==> src/rtl/serial_fa_sequencer.sv <==
// Bit-serial add sequencer around a pipelined single-bit full adder.
// Optional subtract mode enabled by defining SERIAL_FA_SUB_EN.
module serial_fa_sequencer #(
    parameter int WIDTH  = 8,
    parameter int FA_LAT = 8
) (
    input  logic             clk,
    input  logic             rst,
    input  logic             in_valid,
    output logic             in_ready,
    input  logic [WIDTH-1:0] op_a,
    input  logic [WIDTH-1:0] op_b,
    input  logic             cin,
`ifdef SERIAL_FA_SUB_EN
    input  logic             sub,
`endif
    output logic             fa_a,
    output logic             fa_b,
    output logic             fa_c,
    input  logic             fa_s,
    input  logic             fa_cout,
    output logic             out_valid,
    input  logic             out_ready,
    output logic [WIDTH-1:0] sum,
    output logic             cout
);

    // state | meaning
    // FLUSH | drain adder pipeline after reset, FA_LAT cycles
    // IDLE  | waiting for operands
    // ISSUE | drive one bit pair plus carry into the adder
    // WAIT  | count down adder latency, sample sum/carry at zero
    // DONE  | result presented until consumer takes it
    localparam logic [2:0] FLUSH = 3'd0;
    localparam logic [2:0] IDLE  = 3'd1;
    localparam logic [2:0] ISSUE = 3'd2;
    localparam logic [2:0] WAIT  = 3'd3;
    localparam logic [2:0] DONE  = 3'd4;

    localparam int IDX_W = (WIDTH > 1) ? $clog2(WIDTH) : 1;
    localparam int CNT_W = (FA_LAT > 1) ? $clog2(FA_LAT) : 1;
    localparam logic [IDX_W-1:0] LAST_IDX = IDX_W'(WIDTH - 1);
    localparam logic [CNT_W-1:0] CNT_INIT = CNT_W'(FA_LAT - 1);

    logic [2:0]       state;
    logic [CNT_W-1:0] cnt;
    logic [IDX_W-1:0] idx;
    logic [WIDTH-1:0] a_reg;
    logic [WIDTH-1:0] b_reg;
    logic             carry_reg;

    always_ff @(posedge clk) begin
        if (rst) begin
            state     <= FLUSH;
            cnt       <= CNT_INIT;
            idx       <= '0;
            a_reg     <= '0;
            b_reg     <= '0;
            carry_reg <= 1'b0;
            sum       <= '0;
            cout      <= 1'b0;
        end else begin
            case (state)
                FLUSH: begin
                    if (cnt == '0) begin
                        state <= IDLE;
                    end else begin
                        cnt <= cnt - 1'b1;
                    end
                end
                IDLE: begin
                    if (in_valid) begin
                        a_reg <= op_a;
                        idx   <= '0;
                        state <= ISSUE;
`ifdef SERIAL_FA_SUB_EN
                        // two's-complement subtract: invert B, force carry-in
                        b_reg     <= sub ? ~op_b : op_b;
                        carry_reg <= sub ? 1'b1 : cin;
`else
                        b_reg     <= op_b;
                        carry_reg <= cin;
`endif
                    end
                end
                ISSUE: begin
                    cnt   <= CNT_INIT;
                    state <= WAIT;
                end
                WAIT: begin
                    if (cnt == '0) begin
                        sum[idx]  <= fa_s;
                        carry_reg <= fa_cout;
                        if (idx == LAST_IDX) begin
                            cout  <= fa_cout;
                            state <= DONE;
                        end else begin
                            idx   <= idx + 1'b1;
                            state <= ISSUE;
                        end
                    end else begin
                        cnt <= cnt - 1'b1;
                    end
                end
                DONE: begin
                    if (out_ready) begin
                        state <= IDLE;
                    end
                end
                default: state <= FLUSH;
            endcase
        end
    end

    assign in_ready  = (state == IDLE);
    assign out_valid = (state == DONE);
    assign fa_a      = (state == ISSUE) & a_reg[idx];
    assign fa_b      = (state == ISSUE) & b_reg[idx];
    assign fa_c      = (state == ISSUE) & carry_reg;

endmodule

==> config.mk <==
export PLATFORM = sky130hd
export DESIGN_NAME = serial_fa_sequencer
export DESIGN_NICKNAME = d
export VERILOG_FILES = /design/src/rtl/serial_fa_sequencer.sv
export SDC_FILE = /design/constraint.sdc
export NUM_CORES = 1
export LEC_CHECK = 0
export ABC_AREA = 1
export BUFFER_PORTS_ARGS = -buffer_cell sky130_fd_sc_hd__buf_2
export CAP_MARGIN = 20
export CORE_ASPECT_RATIO = 2
export CORE_MARGIN = 4
export CORE_UTILIZATION = 50
export CTS_BUF_LIST = sky130_fd_sc_hd__clkbuf_8 sky130_fd_sc_hd__clkbuf_16
export CTS_CLUSTER_DIAMETER = 100
export CTS_CLUSTER_SIZE = 16
export DETAILED_ROUTE_END_ITERATION = 6
export HOLD_SLACK_MARGIN = 0.03
export PLACE_DENSITY = 0.82
export SYNTH_ARGS = -nofsm -noshare
export SYNTH_HDL_FRONTEND = slang
export SYNTH_SLANG_ARGS = --single-unit
==> constraint.sdc <==
create_clock -name clk -period 1.9 [get_ports clk]
set_input_delay 0.38 -clock clk [delete_from_list [all_inputs] [get_ports clk]]
set_output_delay 0.38 -clock clk [all_outputs]
set_load 0.03 [all_outputs]
# Word level (Yosys, flattened, before mapping)

Cells that the tools add are included.

Word-level logic and storage cells: 61
Output and inout port bits: 14
Register bits after elaboration: 35

Reduce and logical (&&, ||, !) cells: 13
Bitwise logic cells: 3
Muxes and demuxes: 22
Magnitude comparators: 2
Add/subtract/negate cells: 2
Equality and inequality tests: 11

Operator list:

| operator              | number |
|---|---|
| $mux W3               | 9 |
| $pmux W3 S5           | 1 |
| $pmux W3 S2           | 2 |
| $ne A2 B2 Y1 const B  | 5 |
| $bwmux W8             | 1 |
| $reduce_and A4 Y1     | 2 |
| $bmux W1 S3           | 2 |
| $eq A3 B2 Y1 const B  | 2 |
| $eq A3 B3 Y1 const B  | 2 |
| $logic_not A3 Y1      | 2 |
| $reduce_and A2 Y1     | 3 |
| $reduce_and A3 Y1     | 2 |
| $mux W1               | 5 |
| $lt A3 B4 Y1 const B  | 1 |
| $reduce_bool A2 Y1    | 2 |
| $add A3 B1 Y3 const B | 1 |
| $and A1 B1 Y1         | 3 |
| $demux W1 S3          | 1 |
| $eq A3 B1 Y1 const B  | 1 |
| $ge A3 B1 Y1 const B  | 1 |
| $sub A3 B1 Y3 const B | 1 |
| $ne A2 B1 Y1 const B  | 1 |
| $pmux W1 S2           | 1 |
| $reduce_or A2 Y1      | 1 |
| $logic_and A1 B1 Y1   | 1 |

# Logic depth before layout (Yosys ltp)

Depth after elaboration: 5
Gate-level depth with buffers: 10
Mapped depth without buffers: 10

# Worst setup path after synthesis

No wires, ideal clock.

Path type: flip-flop to output port
Start point: register idx[0]
End point: output fa_b
Path buffers: 2
Setup slack: 0.115 ns
Arrival: 1.405 ns
Stages on the path, launching flop included: 10
Path through: dfxtp_1 > clkbuf_2 > inv_1 > buf_2 > nand2_1 > nand2_1 > nand2_1 > nand2_1 > nand2_1 > a21oi_1

Word-level cells in the longest chain between the ends: 3

RTL lines:

| item                          | line | text |
|---|---|---|
| from (decl)                   | 47   | `logic [IDX_W-1:0] idx;` |
| from (signal assigned)        | 98   | `idx <= idx + 1'b1;` |
| $bmux W1 S3                   | 118  | `assign fa_b = (state == ISSUE) & b_reg[idx];` |
| $mux W1 (not written as such) | 118  |  |
| $and A1 B1 Y1                 | 118  |  |
| to (decl)                     | 18   | `output logic fa_b,` |

No other way between the ends. The select of a mux whose other input is x is not followed.

# Final worst setup path

Start point: register idx[1]
End point: output fa_b

Same word-level chain as after synthesis.

==> reports/qor.txt <==
Status: finished, final reports clean
Post-Syn Instances: 281
Crit end category: output port
PD cells: 1210 nW/µm²
Die area: 4770 µm²
Distinct cells, synth: 25
CTS tree: yes
Met3 routed WL: 183 µm
IO Count: 37
Worst-Margin Slew: 0.376 ns
Top cells by area, synth: dfxtp_1 (38%), nand2_1 (18%), nor2_1 (11%)
Clk slew on worst S/H paths: 0.07 ns
CTS Hold Buffers Added: 0
Max clock buf depth: 2
Mean area per synthesized cell: 6.54 µm²
Hold WC Path Type: input pin to register
CTS Sinks: 35
Area of the mapped netlist: 1840 µm²
Hold path depth: 3
Max Cap Viol: 0
Max layer used: met4
Initial antenna violation count: 0
CP Data Arrival Time: 1.44 ns
DRC: 0
First-pass GRT wire length: 6960 µm
Post-placement cell area: 2030 µm²
Starting DRC count in detailed routing: 20
Routed Antenna Nets: 0
DIE WIDTH: 50.9 µm
Synthesized net count: 308
Final WL: 4140 µm
WS Path Type: register to output port
F_max: 550 MHz
Max-slew headroom: 74.9%
# port buffers: 36
Hold path start: op_a[6]
Leakage power: 1.02 nW
Worst skew pair latency: 0.28 ns
Fill count: 353
CTS Root Cell: clkbuf_8
Total number of vias: 1,799
Vias in the first global route: 1,679
Area of the core: 3450 µm²
Critical R2R Launch: idx[0]$_SDFFE_PP0P_
Peak fanout along the critical path: 8
M1 WL: 1580 µm
Final nets: 344
Synth Warn #: 0
Hold EP: a_reg[6]$_SDFFE_PP0P_
CTS buffer count: 5
Sequential-to-total area share from yosys stat: 38.1%
Critical Path RT: 1.52 ns
RSZ-0062 raised after global routing: no
Wirelength per Cell: 11.4 µm
Via density per instance: 4.94
Grt total ovfl: 0
Fraction of layout instances using a drive strength above 1: 20.9%
Number of max-slew violations in the final report: 0
Area share of the largest cell type after synthesis: 38.1%
Area added between synthesis and finish: 17.4%
Largest net degree at the start of global routing: 19
First-pass DRT Iterations: 4
Leading cell type in the layout, fill and taps excluded: nand2_1
Initial core utilization: 53.2%
R2R setup slack: 0.19 ns
Setup_tns: 0 ns
N_diodes: 0
Die Y: 93.7 µm
FF-to-FF End: idx[0]$_SDFFE_PP0P_
Final hold slack: 0.344 ns
Post-DP HPWL: 3110 µm
Post-route cell area: 2160 µm²
Final hold vios: 0
DR WL met2: 2270 µm
Synth Register Bits: 35
Area leader, netlist: dfxtp_1
Routability cong.: 0.883
Period Utilization, post-route: 95.8%
Startpoint Class: register
Commonest non-fill, non-tap cells in the layout: nand2_1 (87), nor2_1 (56), dfxtp_1 (34), buf_2 (34), inv_1 (16)
Setup Viol. Count Final: 0
R2R depth: 11
Final core occ: 62.5%
Global Route Usage Sum: 18.9%
CTS H-Tree Depth: 2
Final setup skew: 0.00716 ns
Fin crit period: 1.82 ns
Peak supply drop: 872 µV
Rows: 30
[stage by stage]
step,setup WS (ns),cells,total power [W]
2_1_floorplan,0.115,281,0.00188
3_3_place_gp,0.188,355,0.00204
3_5_place_dp,0.185,355,0.00207
4_1_cts,0.00374,361,0.00256
5_1_grt,0.00442,364,0.00286
6_report,0.0807,364,0.00261
[area by class of cell]
| type | count | area, µm² | share of cell area (%) |
|---|---|---|---|
| tap | 48 | 60.1 | 2.78 |
| multi-input combinational | 214 | 991 | 45.9 |
| clock inverter | 1 | 3.75 | 0.174 |
| clock buffer | 5 | 68.8 | 3.19 |
| timing repair buffer | 43 | 254 | 11.8 |
| inverter | 18 | 75.1 | 3.48 |
| sequential | 35 | 704 | 32.7 |
[power by group]
group / internal [W] / switching [W]
clock: 0.000239 / 0.000245
sequential: 0.000876 / 0.000133
combinational: 0.000406 / 0.000713
[worst max path at each step]
| stage | start | endpoint | slack, ns | depth (start not counted) |
|---|---|---|---|---|
| after floorplan | idx[0]$_SDFFE_PP0P_ | fa_b | 0.11 | 9 |
| after global placement | idx[0]$_SDFFE_PP0P_ | fa_b | 0.19 | 8 |
| after detailed placement | idx[0]$_SDFFE_PP0P_ | fa_b | 0.18 | 8 |
| after CTS | idx[0]$_SDFFE_PP0P_ | fa_a | 0.004 | 8 |
| after global routing | idx[0]$_SDFFE_PP0P_ | fa_a | 0.004 | 8 |
| final | idx[1]$_SDFFE_PP0P_ | fa_b | 0.08 | 6 |
[layer usage]
metal	vias to the layer above	track usage, %
met3	11	4.77
li1	947	-
met1	797	18.3
met4	0	9.44
met5	-	0
met2	44	35.4
[kinds of logic (layout without fill, tap and decap cells)]
logic type	after synthesis	count (layout)	share of synthesized area, %
flops	35	35	38.1
compound gates	30	30	8.17
fa+ha+maj	4	4	2.72
simple gates	180	180	42.3
buf+inv	32	67	8.64
[timing repair]
item / CTS / global route
pin swaps: 0 / 1
endpoints found under the hold margin: 0 / 0
buffers inserted: 0 / 3
gates resized for setup: 2 / 12
setup endpoints to repair: 2 / 3
[cells in the mapped netlist (all sizes together)]
cell type,number
o21ai,19
buf,11
ha,4
nand3b,1
a21oi,11
nor3,10
inv,18
nor2,61
nand2,91
dfxtp,35
nand3,17
clkbuf,3
[critical path, cell delays in order, from the launching register on]
cell and delay, ns:
dfxtp_1 0.38, inv_1 0.23, nand2_1 0.09, nand2_1 0.06, nand2_1 0.07, a21oi_2 0.16
buf_4 0.17
(Power assumes the default switching activity.)
